[src/rtl/pipelined_cla_subtractor.sv]
// Pipelined two's-complement subtractor: diff = a - b, computed as a + ~b + 1.
// The operands are split into 4-bit carry-lookahead groups, and each pipeline
// stage evaluates one group. The carry out of a group is registered and feeds
// the next stage. The final stage registers the result and the comparison flags.
//
// Ports:
//   clk, rst              rising-edge clock, synchronous active-high reset
//   in_valid / in_ready   operand handshake (a, b are sampled on transfer)
//   a, b                  minuend, subtrahend (WIDTH bits)
//   out_valid / out_ready result handshake
//   diff                  a - b modulo 2^WIDTH
//   borrow                a < b unsigned
//   ovf                   signed overflow of the subtraction
//   zero                  diff == 0
//   lt_s                  a < b signed
//
// WIDTH must be a multiple of 4 and at least 4. Pipeline depth = WIDTH/4.

module pipelined_cla_subtractor #(
    parameter int unsigned WIDTH = 16
) (
    input  logic             clk,
    input  logic             rst,
    input  logic             in_valid,
    output logic             in_ready,
    input  logic [WIDTH-1:0] a,
    input  logic [WIDTH-1:0] b,
    output logic             out_valid,
    input  logic             out_ready,
    output logic [WIDTH-1:0] diff,
    output logic             borrow,
    output logic             ovf,
    output logic             zero,
    output logic             lt_s
);

    localparam int unsigned STAGES = WIDTH / 4;
    // Inter-stage register count; kept at least 1 so the arrays stay legal
    // when the whole subtractor is a single stage.
    localparam int unsigned NPIPE  = (STAGES > 1) ? STAGES - 1 : 1;

    // 4-bit carry-lookahead group. Returns {carry_out, sum[3:0]}.
    // Every carry is a flat sum of products of g/p and the group carry-in.
    function automatic logic [4:0] cla_group(
        input logic [3:0] x,
        input logic [3:0] y,
        input logic       cin
    );
        logic [3:0] g;
        logic [3:0] p;
        logic       c1;
        logic       c2;
        logic       c3;
        logic       grp_g;
        logic       grp_p;
        logic       c4;
        g     = x & y;
        p     = x ^ y;
        c1    = g[0] | (p[0] & cin);
        c2    = g[1] | (p[1] & g[0]) | (p[1] & p[0] & cin);
        c3    = g[2] | (p[2] & g[1]) | (p[2] & p[1] & g[0])
              | (p[2] & p[1] & p[0] & cin);
        grp_g = g[3] | (p[3] & g[2]) | (p[3] & p[2] & g[1])
              | (p[3] & p[2] & p[1] & g[0]);
        grp_p = &p;
        c4    = grp_g | (grp_p & cin);
        return {c4, p ^ {c3, c2, c1, cin}};
    endfunction

    // Global stall: the whole pipe freezes while a result waits at the output.
    logic advance;
    assign advance  = ~(out_valid & ~out_ready);
    assign in_ready = advance;

    // Per-stage valid bits; the last one is the output valid.
    logic vld [STAGES];
    assign out_valid = vld[STAGES-1];

    // Inter-stage registers. Operands are shifted right by one group per
    // stage so the group being evaluated always sits in bits [3:0]. Sum bits
    // enter from the top and shift down, ending fully aligned after the last
    // stage.
    logic [WIDTH-1:0] a_q    [NPIPE];
    logic [WIDTH-1:0] nb_q   [NPIPE];
    logic [WIDTH-1:0] sum_q  [NPIPE];
    logic             c_q    [NPIPE];
    logic             amsb_q [NPIPE];
    logic             bmsb_q [NPIPE];

    for (genvar k = 0; k < STAGES; k++) begin : g_stage
        logic [3:0]       x_nib;
        logic [3:0]       y_nib;
        logic             cin;
        logic             vin;
        logic             amsb;
        logic             bmsb;
        logic [WIDTH-1:0] sum_in;
        logic [WIDTH-1:0] sum_nx;
        logic [4:0]       grp;

        // Stage inputs: raw operands for stage 0, previous registers otherwise.
        if (k == 0) begin : g_src
            assign x_nib  = a[3:0];
            assign y_nib  = ~b[3:0];
            assign cin    = 1'b1;
            assign vin    = in_valid;
            assign amsb   = a[WIDTH-1];
            assign bmsb   = b[WIDTH-1];
            assign sum_in = '0;
        end else begin : g_src
            assign x_nib  = a_q[k-1][3:0];
            assign y_nib  = nb_q[k-1][3:0];
            assign cin    = c_q[k-1];
            assign vin    = vld[k-1];
            assign amsb   = amsb_q[k-1];
            assign bmsb   = bmsb_q[k-1];
            assign sum_in = sum_q[k-1];
        end

        assign grp    = cla_group(x_nib, y_nib, cin);
        assign sum_nx = (sum_in >> 4) | (WIDTH'(grp[3:0]) << (WIDTH - 4));

        // Valid bit of this stage.
        always_ff @(posedge clk) begin
            if (rst) begin
                vld[k] <= 1'b0;
            end else if (advance) begin
                vld[k] <= vin;
            end
        end

        if (k < STAGES - 1) begin : g_mid
            logic [WIDTH-1:0] a_nx;
            logic [WIDTH-1:0] nb_nx;

            if (k == 0) begin : g_op
                assign a_nx  = a >> 4;
                assign nb_nx = (~b) >> 4;
            end else begin : g_op
                assign a_nx  = a_q[k-1] >> 4;
                assign nb_nx = nb_q[k-1] >> 4;
            end

            // Data loads only with valid data so bubbles leave contents untouched.
            always_ff @(posedge clk) begin
                if (advance && vin) begin
                    a_q[k]    <= a_nx;
                    nb_q[k]   <= nb_nx;
                    sum_q[k]  <= sum_nx;
                    c_q[k]    <= grp[4];
                    amsb_q[k] <= amsb;
                    bmsb_q[k] <= bmsb;
                end
            end
        end else begin : g_last
            logic ovf_nx;
            assign ovf_nx = (amsb != bmsb) && (sum_nx[WIDTH-1] != amsb);

            // Result and flag registers; hold across bubbles and stalls.
            always_ff @(posedge clk) begin
                if (rst) begin
                    diff   <= '0;
                    borrow <= 1'b0;
                    ovf    <= 1'b0;
                    zero   <= 1'b0;
                    lt_s   <= 1'b0;
                end else if (advance && vin) begin
                    diff   <= sum_nx;
                    borrow <= ~grp[4];
                    ovf    <= ovf_nx;
                    zero   <= ~|sum_nx;
                    lt_s   <= sum_nx[WIDTH-1] ^ ovf_nx;
                end
            end
        end
    end

endmodule

[config.mk]
export PLATFORM = sky130hd
export DESIGN_NAME = pipelined_cla_subtractor
export DESIGN_NICKNAME = d
export VERILOG_FILES = /design/src/rtl/pipelined_cla_subtractor.sv
export SDC_FILE = /design/constraint.sdc
export NUM_CORES = 1
export LEC_CHECK = 0
export ABC_CLOCK_PERIOD_IN_PS = 2350
export CORE_AREA = 2 2 83 85
export CTS_BUF_LIST = sky130_fd_sc_hd__clkbuf_16
export DETAILED_ROUTE_END_ITERATION = 8
export DIE_AREA = 0 0 85 87
export DONT_BUFFER_PORTS = 1
export PLACE_DENSITY = 0.81
export SYNTH_ARGS = -nofsm -noshare
export SYNTH_HDL_FRONTEND = slang
export SYNTH_SLANG_ARGS = --single-unit
[constraint.sdc]
create_clock -name clk -period 2.35 [get_ports clk]
set_input_delay 0.705 -clock clk [delete_from_list [all_inputs] [get_ports clk]]
set_output_delay 0.705 -clock clk [all_outputs]
set_load 0.01 [all_outputs]
==> metrics.md <==
| Metric | Value |
|---|---|
| Synth Area in Adders | 0.06943 |
| Detailed-router iteration count before antenna repair | 4 |
| IO buf count | 0 |
| Hold Vio Cnt, Final | 0 |
| Max rail drop VDD | 0.0007189 V |
| Setup crit end kind | register |
| I/O pins | 58 |
| Clock power share | 0.386 |
| Post-synthesis cell type count | 37 |
| RSZ-0062 raised after global routing | false |
| Clock Pin Slew Worst Setup and Hold Paths | 60 ps |
| Largest net degree at the start of global routing | 31 |
| Via count | 1969 |
| Register bit count reported by yosys | 102 |
| # rows | 30 |
| Core Area | 6569 sq um |
| Worst-Margin Slew | 620.5 ps |
| Largest family of logic cells by synthesized area | simple AND/OR/NAND/NOR gates |
| GRT Resource Usage Total | 0.1602 |
| Drt drc | 0 |
| Share of cells above drive strength 1 | 0.07857 |
| Routability congestion estimate | 0.7322 |
| DRT Wirelength | 5.590 mm |
| Finished Cell Area | 4339 sq um |
| Final Cycle Share | 0.7976 |
| Starting DRT DRC Count | 81 |
| Cts repair resizes | 0 |
| Final Max Tran Viols | 0 |
| Comb pwr share | 0.052 |
| Setup_tns | 0 ps |
| GRT Residual Overflow | 0 |
| Placed cell area | 4040 sq um |
| CP max FO | 6 |
| Skew-Pair Late Insertion Delay | 340 ps |
| Chip height | 87 microns |
| Vias per inst | 5.469 |
| Pwr per Cell Area | 864.7 nW/um^2 |
| Antenna violations before repair | 0 |
| Syn avg cell area | 14.71 sq um |
| NetSw | 0.0007751 W |
| DIE AREA | 7395 sq um |
| ANT cells | 0 |
| Minimum clock period | 1874 ps |
| Net Count, Synth | 323 |
| CP startpoint kind | register |
| Sink Count | 102 |
| Max Freq | 533.5 MHz |
| HP Class | reg2reg |
| Hold depth | 0 |
| Area share of xor/xnor cells in the synthesized design | 0.02006 |
| Starting density of the core | 0.5981 |
| Global-route wire length before repair | 8.735 mm |
| # setup viols final | 0 |
| Area growth syn-to-layout | 10.45% |
| CTS Hold Bufs | 0 |
| Dpl hpwl | 3.915 mm |
| Vias in the first global route | 1808 |
| Max Cap Viol | 0 |
| Internal power | 0.002977 W |
| Setup Buffers After CTS | 0 |
| Req. time, crit path | 2580 ps |
| Simple-Gate Fraction of Synth Area | 0.07994 |
| Register share of total power | 0.562 |
| Synth Area in Compound Gates | 0.07102 |
| Final clock skew | 6.146 ps |
| # H-tree levels | 3 |
| CTS Buffer Depth | 2 |
| Synth Warn # | 0 |
| Post-Syn Area | 3929 sq um |
| Sw frac | 0.2066 |
| Status | finished clean |
| Die X | 85 microns |
| WP data arrival | 2100 ps |
| Proportion of synthesized area in mux cells | 0 |
| CTS tree | built |
| CTS Buf Count | 9 |
| Root buffer cell | clkbuf_16 |
| Cells after Synth | 267 |
| Relative slew slack | 0.5863 |
| Crit Path Class | reg2reg |
| Worst R2R Path Depth | 5 |
| P_leak | 1.635 nW |
| Wirelength per Cell | 15.53 microns |
| Routed Antenna Nets | 0 |
| # nets final | 331 |
| Post-synthesis sequential area ratio | 0.7287 |
[sequential cells by signal, summed over array words and instances (netlist names)]
signal / flops
lt_s: 1
bmsb_q: 3
c_q: 3
zero: 1
nb_q: 24
borrow: 1
diff: 16
ovf: 1
a_q: 23
sum_q: 24
amsb_q: 1
vld: 4
[synthesized netlist by cell type, drive strengths merged]
| library cell | instances | area [sq um] |
|---|---|---|
| o2111ai | 1 | 8.760 |
| buf | 4 | 20.02 |
| nor3b | 1 | 7.510 |
| and2 | 4 | 25.02 |
| o21bai | 2 | 15.01 |
| and3 | 5 | 31.28 |
| a211oi | 1 | 7.510 |
| nor2b | 1 | 6.260 |
| ha | 17 | 212.7 |
| dfxtp | 20 | 400.4 |
| nand2b | 3 | 18.77 |
| a22oi | 1 | 12.51 |
| nand3b | 1 | 7.510 |
| xor2 | 4 | 35.03 |
| a21oi | 18 | 90.09 |
| and4 | 1 | 8.760 |
| nor3 | 1 | 5.000 |
| nand4b | 1 | 8.760 |
| o21ai | 1 | 5.000 |
| edfxtp | 82 | 2462 |
| nand4 | 1 | 6.260 |
| nand2 | 33 | 123.9 |
| a221oi | 1 | 26.28 |
| o21a | 3 | 22.52 |
| a21o | 5 | 38.79 |
| a211o | 3 | 26.28 |
| fa | 3 | 60.06 |
| a21bo | 1 | 10.01 |
| xnor2 | 5 | 43.79 |
| clkbuf | 3 | 11.26 |
| a31oi | 1 | 6.260 |
| nand3 | 4 | 20.02 |
| nor2 | 7 | 26.28 |
| nor4 | 3 | 18.77 |
| a32o | 1 | 10.01 |
| inv | 24 | 90.09 |
[final timing paths]
check,startpoint,end,slack (ps)
max reg2reg,a_q[0][27]$_DFFE_PP_,zero$_SDFFE_PP0P_,480
min reg2reg,nb_q[0][6]$_DFFE_PP_,nb_q[0][14]$_DFFE_PP_,420
min,nb_q[0][6]$_DFFE_PP_,nb_q[0][14]$_DFFE_PP_,420
max,a_q[0][27]$_DFFE_PP_,zero$_SDFFE_PP0P_,480
[power groups by stage]
stage	registers, W	logic (W)	clock network [W]
4_1_cts	0.00211	0.000198	0.00148
3_5_place_dp	0.00215	0.000196	0
6_report	0.00211	0.000194	0.00145
5_1_grt	0.00212	0.000222	0.00155
2_1_floorplan	0.00214	0.000156	0
3_3_place_gp	0.00214	0.000187	0
[critical path, cell delays in order, from the launching register on]
cell,delay (ps)
edfxtp_1,450
ha_1,380
and3_1,220
a221oi_4,370
a22oi_2,120
a32o_1,230
[routing by layer]
layer / GRT usage / wire, microns / vias up
met1: 0.2057 / 2494 / 923
met2: 0.2393 / 2551 / 69
met5: 0 / 0 / -
li1: - / - / 968
met3: 0.05308 / 391 / 9
met4: 0.09524 / 153 / 0
[placed cells by master (no fill, tap or decap), types with 2 or more instances in the layout]
master / netlist / final
ha_1: 17 / 17
nand3_1: 4 / 4
a21o_1: 4 / 4
buf_4: 0 / 3
and3_1: 5 / 5
o21a_1: 3 / 3
nand2b_1: 3 / 3
inv_1: 24 / 25
fa_1: 3 / 3
edfxtp_1: 82 / 82
a211o_1: 3 / 3
nor4_1: 3 / 3
dfxtp_1: 20 / 20
clkbuf_16: 0 / 9
and2_1: 4 / 4
nand2_1: 33 / 33
nor2_1: 7 / 7
o21bai_1: 2 / 2
a21oi_1: 18 / 18
xnor2_1: 5 / 5
xor2_1: 4 / 4
[final cells by class]
cell class | count | area, sq um
flip-flops and latches | 102 | 2863
fillers | 447 | 2230
multi-input cells | 134 | 944.7
clock buffers | 9 | 225.2
well taps | 80 | 100.1
inverters | 24 | 90.09
clock inverters | 7 | 73.82
repair buffers | 4 | 42.54
[per-stage QoR]
step	worst slack (ps)	utilization	std cells	total power, W	hold slack (ps)
after floorplan	207.0	-	267	0.002291	400.3
after global placement	343.3	0.6150	344	0.002330	402.7
after detailed placement	267.1	0.6150	344	0.002345	404.5
after CTS	477.3	0.6606	360	0.003786	418.7
after global routing	308.3	0.6606	360	0.003884	420.2
final	475.6	0.6606	360	0.003752	418.6
[logic make-up after synthesis]
family          after synthesis
compound gates               39
xor+xnor                      9
fa+ha+maj                    20
buf+inv                      31
flops                       102
simple gates                 66
No activity file was read; power rests on OpenSTA's default activity.
